--- src/rtl/i2c_wire_master.sv ---
// Byte-level I2C initiator: one START/addr/ACK/data/ACK/STOP transaction per
// cmd_go rising edge, driving SCL/SDA open-drain and reporting sticky status.
module i2c_wire_master #(
    parameter int unsigned CLK_DIV = 120
) (
    input  logic       ti_clk,
    input  logic       reset_n,
    input  logic       cmd_go,
    input  logic       cmd_rw,
    input  logic [6:0] cmd_addr,
    input  logic [7:0] cmd_wdata,
    input  logic       sda_in,
    output logic       sda_oe,
    output logic       scl_oe,
    output logic       busy,
    output logic       done,
    output logic       ack_err,
    output logic [7:0] rdata
);

    localparam int unsigned QW = 10;
    localparam logic [QW-1:0] Q_LAST = QW'(CLK_DIV - 1);

    typedef enum logic [2:0] {
        S_IDLE, S_START, S_ADDR, S_AACK, S_DATA, S_DACK, S_STOP
    } state_t;

    state_t        r_state, w_state_nxt;
    logic [QW-1:0] r_qcnt, w_qcnt_nxt;
    logic [1:0]    r_phase, w_phase_nxt;
    logic [2:0]    r_bitcnt, w_bitcnt_nxt;
    logic [7:0]    r_shift, w_shift_nxt;
    logic [7:0]    r_wdata, w_wdata_nxt;
    logic          r_rw, w_rw_nxt;
    logic          r_nack, w_nack_nxt;
    logic          r_done, w_done_nxt;
    logic          r_ack_err, w_ack_err_nxt;
    logic [7:0]    r_rdata, w_rdata_nxt;
    logic          r_busy, w_busy_nxt;
    logic          r_sda_oe, w_sda_oe_nxt;
    logic          r_scl_oe, w_scl_oe_nxt;
    logic          r_go_q, r_go_edge;
    logic          r_sda_s1, r_sda_s2;
    logic          w_q_wrap, w_sample, w_slot_end;
    logic [1:0]    w_drive;

    // Line drive for a given state/phase: returns {scl_oe, sda_oe}.
    function automatic logic [1:0] line_drive(input state_t st, input logic [1:0] ph,
                                              input logic bit_lo, input logic rd);
        logic scl_low;
        scl_low = (ph == 2'd0) || (ph == 2'd3);
        case (st)
            S_START: line_drive = {ph == 2'd3, ph[1]};
            S_ADDR:  line_drive = {scl_low, bit_lo};
            S_AACK:  line_drive = {scl_low, 1'b0};
            S_DATA:  line_drive = {scl_low, bit_lo & ~rd};
            S_DACK:  line_drive = {scl_low, 1'b0};
            S_STOP:  line_drive = {ph == 2'd0, ~ph[1]};
            default: line_drive = 2'b00;
        endcase
    endfunction

    assign w_q_wrap   = (r_qcnt == Q_LAST);
    assign w_sample   = w_q_wrap && (r_phase == 2'd1);
    assign w_slot_end = w_q_wrap && (r_phase == 2'd3);

    // Command edge detect (registered pulse) and SDA 2-flop synchroniser.
    always_ff @(posedge ti_clk or negedge reset_n) begin
        if (!reset_n) begin
            r_go_q    <= 1'b0;
            r_go_edge <= 1'b0;
            r_sda_s1  <= 1'b1;
            r_sda_s2  <= 1'b1;
        end else begin
            r_go_q    <= cmd_go;
            r_go_edge <= cmd_go & ~r_go_q;
            r_sda_s1  <= sda_in;
            r_sda_s2  <= r_sda_s1;
        end
    end

    // State and datapath register.
    always_ff @(posedge ti_clk or negedge reset_n) begin
        if (!reset_n) begin
            r_state   <= S_IDLE;
            r_qcnt    <= '0;
            r_phase   <= 2'd0;
            r_bitcnt  <= 3'd0;
            r_shift   <= 8'h00;
            r_wdata   <= 8'h00;
            r_rw      <= 1'b0;
            r_nack    <= 1'b0;
            r_done    <= 1'b0;
            r_ack_err <= 1'b0;
            r_rdata   <= 8'h00;
            r_busy    <= 1'b0;
            r_sda_oe  <= 1'b0;
            r_scl_oe  <= 1'b0;
        end else begin
            r_state   <= w_state_nxt;
            r_qcnt    <= w_qcnt_nxt;
            r_phase   <= w_phase_nxt;
            r_bitcnt  <= w_bitcnt_nxt;
            r_shift   <= w_shift_nxt;
            r_wdata   <= w_wdata_nxt;
            r_rw      <= w_rw_nxt;
            r_nack    <= w_nack_nxt;
            r_done    <= w_done_nxt;
            r_ack_err <= w_ack_err_nxt;
            r_rdata   <= w_rdata_nxt;
            r_busy    <= w_busy_nxt;
            r_sda_oe  <= w_sda_oe_nxt;
            r_scl_oe  <= w_scl_oe_nxt;
        end
    end

    // Next-state, bit timing and output decode.
    always_comb begin
        w_state_nxt   = r_state;
        w_qcnt_nxt    = r_qcnt;
        w_phase_nxt   = r_phase;
        w_bitcnt_nxt  = r_bitcnt;
        w_shift_nxt   = r_shift;
        w_wdata_nxt   = r_wdata;
        w_rw_nxt      = r_rw;
        w_nack_nxt    = r_nack;
        w_done_nxt    = r_done;
        w_ack_err_nxt = r_ack_err;
        w_rdata_nxt   = r_rdata;

        if (r_state != S_IDLE) begin
            if (w_q_wrap) begin
                w_qcnt_nxt  = '0;
                w_phase_nxt = 2'(r_phase + 2'd1);
            end else begin
                w_qcnt_nxt  = QW'(r_qcnt + QW'(1));
            end
        end

        case (r_state)
            S_IDLE: begin
                if (r_go_edge) begin
                    w_state_nxt   = S_START;
                    w_shift_nxt   = {cmd_addr, cmd_rw};
                    w_wdata_nxt   = cmd_wdata;
                    w_rw_nxt      = cmd_rw;
                    w_nack_nxt    = 1'b0;
                    w_done_nxt    = 1'b0;
                    w_ack_err_nxt = 1'b0;
                    w_qcnt_nxt    = '0;
                    w_phase_nxt   = 2'd0;
                end
            end
            S_START: begin
                if (w_slot_end) begin
                    w_state_nxt  = S_ADDR;
                    w_bitcnt_nxt = 3'd0;
                end
            end
            S_ADDR: begin
                if (w_slot_end) begin
                    w_shift_nxt  = {r_shift[6:0], 1'b0};
                    w_bitcnt_nxt = 3'(r_bitcnt + 3'd1);
                    if (r_bitcnt == 3'd7) w_state_nxt = S_AACK;
                end
            end
            S_AACK: begin
                if (w_sample && r_sda_s2) begin
                    w_nack_nxt    = 1'b1;
                    w_ack_err_nxt = 1'b1;
                end
                if (w_slot_end) begin
                    w_bitcnt_nxt = 3'd0;
                    if (r_nack) begin
                        w_state_nxt = S_STOP;
                    end else begin
                        w_state_nxt = S_DATA;
                        if (!r_rw) w_shift_nxt = r_wdata;
                    end
                end
            end
            S_DATA: begin
                if (w_sample && r_rw) w_shift_nxt = {r_shift[6:0], r_sda_s2};
                if (w_slot_end) begin
                    if (!r_rw) w_shift_nxt = {r_shift[6:0], 1'b0};
                    w_bitcnt_nxt = 3'(r_bitcnt + 3'd1);
                    if (r_bitcnt == 3'd7) w_state_nxt = S_DACK;
                end
            end
            S_DACK: begin
                if (w_sample && !r_rw && r_sda_s2) w_ack_err_nxt = 1'b1;
                if (w_slot_end) w_state_nxt = S_STOP;
            end
            S_STOP: begin
                if (w_slot_end) begin
                    w_state_nxt = S_IDLE;
                    w_done_nxt  = 1'b1;
                    if (r_rw && !r_nack) w_rdata_nxt = r_shift;
                end
            end
            default: w_state_nxt = S_IDLE;
        endcase

        w_busy_nxt   = (w_state_nxt != S_IDLE);
        w_drive      = line_drive(w_state_nxt, w_phase_nxt, ~w_shift_nxt[7], w_rw_nxt);
        w_scl_oe_nxt = w_drive[1];
        w_sda_oe_nxt = w_drive[0];
    end

    assign sda_oe  = r_sda_oe;
    assign scl_oe  = r_scl_oe;
    assign busy    = r_busy;
    assign done    = r_done;
    assign ack_err = r_ack_err;
    assign rdata   = r_rdata;

endmodule

--- config.mk ---
export PLATFORM = sky130hd
export DESIGN_NAME = i2c_wire_master
export DESIGN_NICKNAME = d
export VERILOG_FILES = /design/src/rtl/i2c_wire_master.sv
export SDC_FILE = /design/constraint.sdc
export NUM_CORES = 1
export LEC_CHECK = 0
export CORE_MARGIN = 5
export CORE_UTILIZATION = 56
export DETAILED_ROUTE_END_ITERATION = 10
export PLACE_DENSITY = 0.8
export SYNTH_ARGS = -nofsm -noshare
export SYNTH_HDL_FRONTEND = slang
export SYNTH_SLANG_ARGS = --single-unit
--- constraint.sdc ---
create_clock -name ti_clk -period 3.3 [get_ports ti_clk]
set_clock_uncertainty 0.15 [all_clocks]
set_input_delay 0.66 -clock ti_clk [delete_from_list [all_inputs] [get_ports ti_clk]]
set_output_delay 0.66 -clock ti_clk [all_outputs]
set_load 0.01 [all_outputs]
[Word-level counts from Yosys, hierarchy flattened]
Index checks and enable logic that the tools add are counted.
Storage, ports and cells
  logic and storage cells: 125
  bits in registers: 53
  input port bits: 20
  output and inout bits: 13
Cells by class
  reductions and logical operators: 29
  eq/ne operators: 27
  add/sub/neg operators: 3
  bitwise operators: 6
  muxes and demuxes: 41
Operators by type and width (number)
  2-to-1 mux 8 bit: 8
  2-to-1 mux 10 bit: 4
  2-to-1 mux 3 bit: 11
  one-hot mux 8 bit (4 select lines): 1
  == test 3 bit, second input constant: 7
  one-hot mux 3 bit (7 select lines): 1
  inequality test 2 bit, second input constant: 8
  == test 3 x 2 -> 1 bit, second input constant: 4
  AND reduction 3 bit: 4
  adder 10 x 1 -> 10 bit, second input constant: 1
  == test 10 x 7 -> 1 bit, second input constant: 1
  2-to-1 mux 2 bit: 5
  one-hot mux 2 bit (5 select lines): 1
  nonzero test 3 bit: 3
  logical AND 1 bit: 7
  == test 3 x 1 -> 1 bit, second input constant: 2
  2-to-1 mux 1 bit: 6
  one-hot mux 3 bit (2 select lines): 1
  AND reduction 6 bit: 1
  nonzero test 2 bit: 3
  OR reduction 2 bit: 3
  == test 2 bit, second input constant: 2
  inequality test 2 x 1 -> 1 bit, second input constant: 2
  inverter 1 bit: 4
  13 further kinds: 16

[Longest topological paths before layout]
  depth after elaboration: 10
  depth in mapped cells: 11
  mapped depth without buffers: 10

[Least setup slack after synthesis]
No wires, ideal clock.
  path kind: register -> register
  start: register r_qcnt[0]
  end: register r_scl_oe, in the netlist scl_oe
  arrival time: 2226 ps
  stages on the path, launching flop included: 10
  data required time: 3063 ps
  setup time: 87 ps
  setup slack: 837 ps
  path buffers: 1
  clock period less this slack: 2463 ps
  cell sequence: dfrtp_1 -> ha_1 -> and4b_1 -> buf_4 -> nand3_2 -> o32ai_1 -> ha_1 -> a21oi_1 -> mux2i_1 -> a22oi_1
Between the ends
  longest elaborated chain between the ends: 8
  elaborated cells between the ends (all ways): 24
  those cells by class: 8 x eq/ne; 12 x mux; 4 x reduce/logical
RTL lines
  start: declaration: RTL line 29  | logic [QW-1:0] r_qcnt, w_qcnt_nxt;
  start signal: assignment: RTL line 101  | r_qcnt <= w_qcnt_nxt;
  == test 10 x 7 -> 1 bit (*): RTL line 63  | assign w_q_wrap = (r_qcnt == Q_LAST);
  2-to-1 mux 2 bit (*): RTL line 132  | if (w_q_wrap) begin
  2-to-1 mux 2 bit (*): RTL line 131  | if (r_state != S_IDLE) begin
  2-to-1 mux 2 bit: RTL line 142  | if (r_go_edge) begin
  2-to-1 mux 2 bit (*): RTL line 140  | case (r_state)
  net w_phase_nxt[1]: RTL line 30  | logic [1:0] r_phase, w_phase_nxt;
  == test 2 bit or zero test 2 bit (tied branches): RTL line 51, 53, 58
  logical OR 1 bit: RTL line 51  | scl_low = (ph == 2'd0) || (ph == 2'd3);
  one-hot mux 2 bit (5 select lines) (*): RTL line 52  | case (st)
  net w_drive[1]: RTL line 45  | logic [1:0] w_drive;
  end signal: assignment: RTL line 113  | r_scl_oe <= w_scl_oe_nxt;
  end: declaration: RTL line 41  | logic r_scl_oe, w_scl_oe_nxt;
The timed path passes the listed nets; every way through them passes the cells marked *.
A chain may end at the register's enable or synchronous reset.

[Worst setup path after layout]
Ends and elaborated chain as after synthesis.

==> results by stage <==
Status:
- The flow ran to the end, and the final reports show no timing, DRC or antenna violations.

Timing:
- The number of hold violations in the final report was 0.
- Setup violations remaining at the end of the flow were counted as 0.
- Based on the critical path, the design can be clocked at up to 0.340 GHz.
- The worst-case headroom to the max-slew limit is 0.615.
- The number of pins with negative max-slew slack in the final report is 0.
- For the final routed database, the setup TNS stands at 0 ns.
- Setup repair after global routing left no endpoint under its margin.
- Dividing the final minimum period by the clock period gives 0.891.
- The minimum clock period is 2.94 ns.
- For the pin with the worst max-slew slack, the measured transition is 0.574 ns.

Worst setup path:
- The critical path goes through ha_1, and4b_1, nand3_2, o32ai_1, ha_1, a21oi_1, mux2i_1, a22oi_1.
- The worst setup path is captured at a flip-flop.
- The critical path's largest stage delay is 0.59 ns.
- Along the worst path, the maximum fanout reaches 9.
- Across all register-to-register paths, the minimum setup slack is 0.36 ns.
- The slowest cell on the critical path is sky130_fd_sc_hd__o32ai_1.
- The arrival time at the worst endpoint is 3.02 ns.
- The category of the most critical setup path is flip-flop to flip-flop.
- Data on the critical path is required at its endpoint by 3.38 ns.
- Counting stages on the worst path, the most repeated cell is sky130_fd_sc_hd__ha_1.
- The startpoint type of the worst setup path is a flip-flop.
- In this run the worst setup path begins at r_qcnt[0]$_DFF_PN0_.
- The startpoint identified for the worst register-to-register timing path is r_qcnt[0]$_DFF_PN0_.

Cells and area:
- The ratio of cells with drive above 1 in the final layout is 0.123.
- The library cell used most frequently in the layout, excluding fill and tap cells, is sky130_fd_sc_hd__nand2_1.
- The number of fill cells is 428.
- In the layout the commonest cells are sky130_fd_sc_hd__nand2_1, sky130_fd_sc_hd__dfrtp_1, sky130_fd_sc_hd__clkdlybuf4s50_1.
- The multi-input gate area in the final layout is 0.00143 mm2.
- The antenna diode count is 0.
- Compared with the post-synthesis result, the final layout area differs by 17.0%.
- The area of all placed cells without fillers is 0.00334 mm2.
- Across the whole layout, storage elements account for 0.00133 mm2.
- In the final design database the tool counted 350 nets.

Place:
- The total placed instance area is 0.00325 mm2.
- The count of port buffers added during placement is 32.
- The congestion estimate from routability-driven global placement came to 0.843.
- Once detailed placement completed, the half-perimeter wirelength came to 4340 um.

Die:
- The number of rows created at floorplan is 26.
- The die width is 81.4 um.
- 33 I/O pins were placed.
- The floorplan step defined a die boundary enclosing 0.00662 mm2.
- The floorplan core area is 0.00504 mm2.
- The chip height is 81.4 um.
- The starting utilization of the core area is 0.566.

CTS:
- Clock-pin slew was measured on the worst setup and hold paths at 0.09 ns.
- The H-tree depth is 2.
- After clock tree synthesis, the repair step resized 0 gates.
- The clock root buffer master is sky130_fd_sc_hd__clkbuf_8.
- The number of sinks driven by the clock tree is 53.
- The buffer count from post-CTS setup fixing is 0.
- The insertion delay to the later sink of the worst-skew pair is 0.31 ns.
- The longest clock path from root to sink contains 2 buffers.
- TritonCTS built the clock tree.
- The number of buffers created by CTS is 5.
- The count of hold buffers inserted by post-cts repair is 0.

Synthesis:
- The number of enable-type register cells in the synthesized netlist is 0.
- Ranked by total cell area, the synthesized netlist is headed by sky130_fd_sc_hd__dfrtp_1, sky130_fd_sc_hd__nand2_1, sky130_fd_sc_hd__mux2_2, sky130_fd_sc_hd__ha_1, sky130_fd_sc_hd__o21ai_0.
- Synthesis inferred 53 register bits.
- The post-synthesis average cell area is 9.84 um2.
- The share of flip-flops with an asynchronous set or reset is 1.00.
- The commonest register cell after synthesis is sky130_fd_sc_hd__dfrtp_1.
- In the synthesized netlist, the number of instances is 290.
- The post-synthesis instance area is 0.00285 mm2.
- For this run, the register share of the synthesized area comes to 0.466.
- The portion of synthesized cell area occupied by the leading cell type is 0.447.
- The number of nets produced by synthesis is 317.
- The number of different library cells used by synthesis comes to 60.
- The biggest area contributor in the post-synthesis netlist is sky130_fd_sc_hd__dfrtp_1.
- For this run, the number of Yosys warnings is 0.

GRT:
- The wire length of the first global-routing pass is 10,200 um.
- Summed over all layers, the global routing overflow is 0.
- The via count of the first global-routing pass is 2,174.
- The global-route usage over all layers is 0.198.
- The number of antenna violations at the first check in global routing was 0.
- The pin count of the biggest net entering global routing is 29.

Pwr:
- The power density of the placed cells is 387 mW/mm2.
- The maximum VDD drop is 0.000333 V.
- The analysis attributes to cell leakage a power of 1.41 nW.

Route:
- The total detailed-routing wirelength is 5970 um.
- The detailed router's first-iteration violation count is 166.
- The routed wirelength normalized by instance count is 15.1 um.
- The count of nets left with antenna violations once routing finished came out at 0.
- The DRC violations left is 0.
- The detailed-routing iteration count for the pre-antenna-repair pass is 4.
- Using the TritonRoute via totals, the vias-per-cell ratio works out to 5.82.
- The vias after detailed routing is 2,295.

Min path:
- The tightest min-delay check is of the primary input to async pin type.

Run:
- The count of maximum capacitance violations is 0.
metal layers:
layer	track usage	vias to the layer above	share of wire	wire [um]
li1	-	1108	-	-
met1	0.277	1128	0.46	2740
met2	0.307	52	0.48	2880
met3	0.0455	7	0.047	279
met4	0.0608	0	0.012	73
met5	0	-	0	0
stage by stage:
stage | setup slack, ns | power, mW | cells | hold WS [ns] | utilization
after global routing | 0.116 | 1.36 | 394 | 0.215 | 0.662
after detailed placement | 0.429 | 0.932 | 386 | 0.205 | 0.644
after CTS | 0.393 | 1.30 | 394 | 0.193 | 0.662
final | 0.361 | 1.29 | 394 | 0.177 | 0.662
after global placement | 0.543 | 0.924 | 386 | 0.196 | 0.644
after floorplan | 0.837 | 0.862 | 290 | 0.195 | -
cell usage after synthesis (3+ instances only):
master,number
sky130_fd_sc_hd__clkbuf_1,6
sky130_fd_sc_hd__a221o_1,7
sky130_fd_sc_hd__a22o_1,7
sky130_fd_sc_hd__nor3_1,4
sky130_fd_sc_hd__buf_2,4
sky130_fd_sc_hd__nor2_1,19
sky130_fd_sc_hd__o21ai_0,17
sky130_fd_sc_hd__and2_1,6
sky130_fd_sc_hd__ha_1,7
sky130_fd_sc_hd__nand3_1,12
sky130_fd_sc_hd__and3_1,6
sky130_fd_sc_hd__mux2_2,9
sky130_fd_sc_hd__dfrtp_1,51
sky130_fd_sc_hd__a21oi_1,8
sky130_fd_sc_hd__o31ai_1,3
sky130_fd_sc_hd__inv_1,6
sky130_fd_sc_hd__nand2_1,55
sky130_fd_sc_hd__nand2b_1,6
sky130_fd_sc_hd__mux2i_1,5
sequential cells by signal, summed over array words and instances, names as in the netlist, 2 cells and up:
signal	cells
r_shift	8
r_state	3
r_qcnt	10
rdata	8
r_bitcnt	3
r_phase	2
r_wdata	8
where the power goes:
group | total (mW) | internal [mW] | switching (mW) | leakage (nW)
logic | 0.146 | 0.0746 | 0.0714 | 0.696
clock network | 0.370 | 0.151 | 0.219 | 0.0445
registers | 0.774 | 0.708 | 0.0664 | 0.671
worst max-delay path, delay by kind of cell (launching register included):
| family | cells | cell delay (ns) |
|---|---|---|
| compound gates | 3 | 0.94 |
| fa+ha+maj | 2 | 0.58 |
| flops | 1 | 0.42 |
| mux | 1 | 0.10 |
| simple gates | 2 | 0.67 |
cells by family (layout without fill, tap and decap cells):
group	after synthesis	after routing	synth area share
compound gates	64	64	0.177
mux	14	14	0.0531
buf+inv	20	54	0.0320
simple gates	129	129	0.232
flops	53	53	0.466
fa+ha+maj	7	7	0.0307
xor+xnor	3	3	0.00921
final timing paths:
| path | cells past startpoint | endpoint |
|---|---|---|
| worst max-delay path | 8 | scl_oe$_DFF_PN0_ |
| worst min-delay path | 1 | r_qcnt[3]$_DFF_PN0_ |
| worst max register to register | 8 | scl_oe$_DFF_PN0_ |
| worst min register to register | 0 | r_sda_s2$_DFF_PN1_ |
| max in group asynchronous | 2 | r_sda_s2$_DFF_PN1_ |
| min in group ti_clk | 0 | r_sda_s2$_DFF_PN1_ |
cell type report:
type,instances,share of cell area
inverter,6,0.00675
clock buffer,5,0.0206
sequential,53,0.398
timing repair buffer,40,0.112
multi-input combinational,217,0.429
clock inverter,3,0.00637
tap,70,0.0262
(Power assumes the default switching activity.)
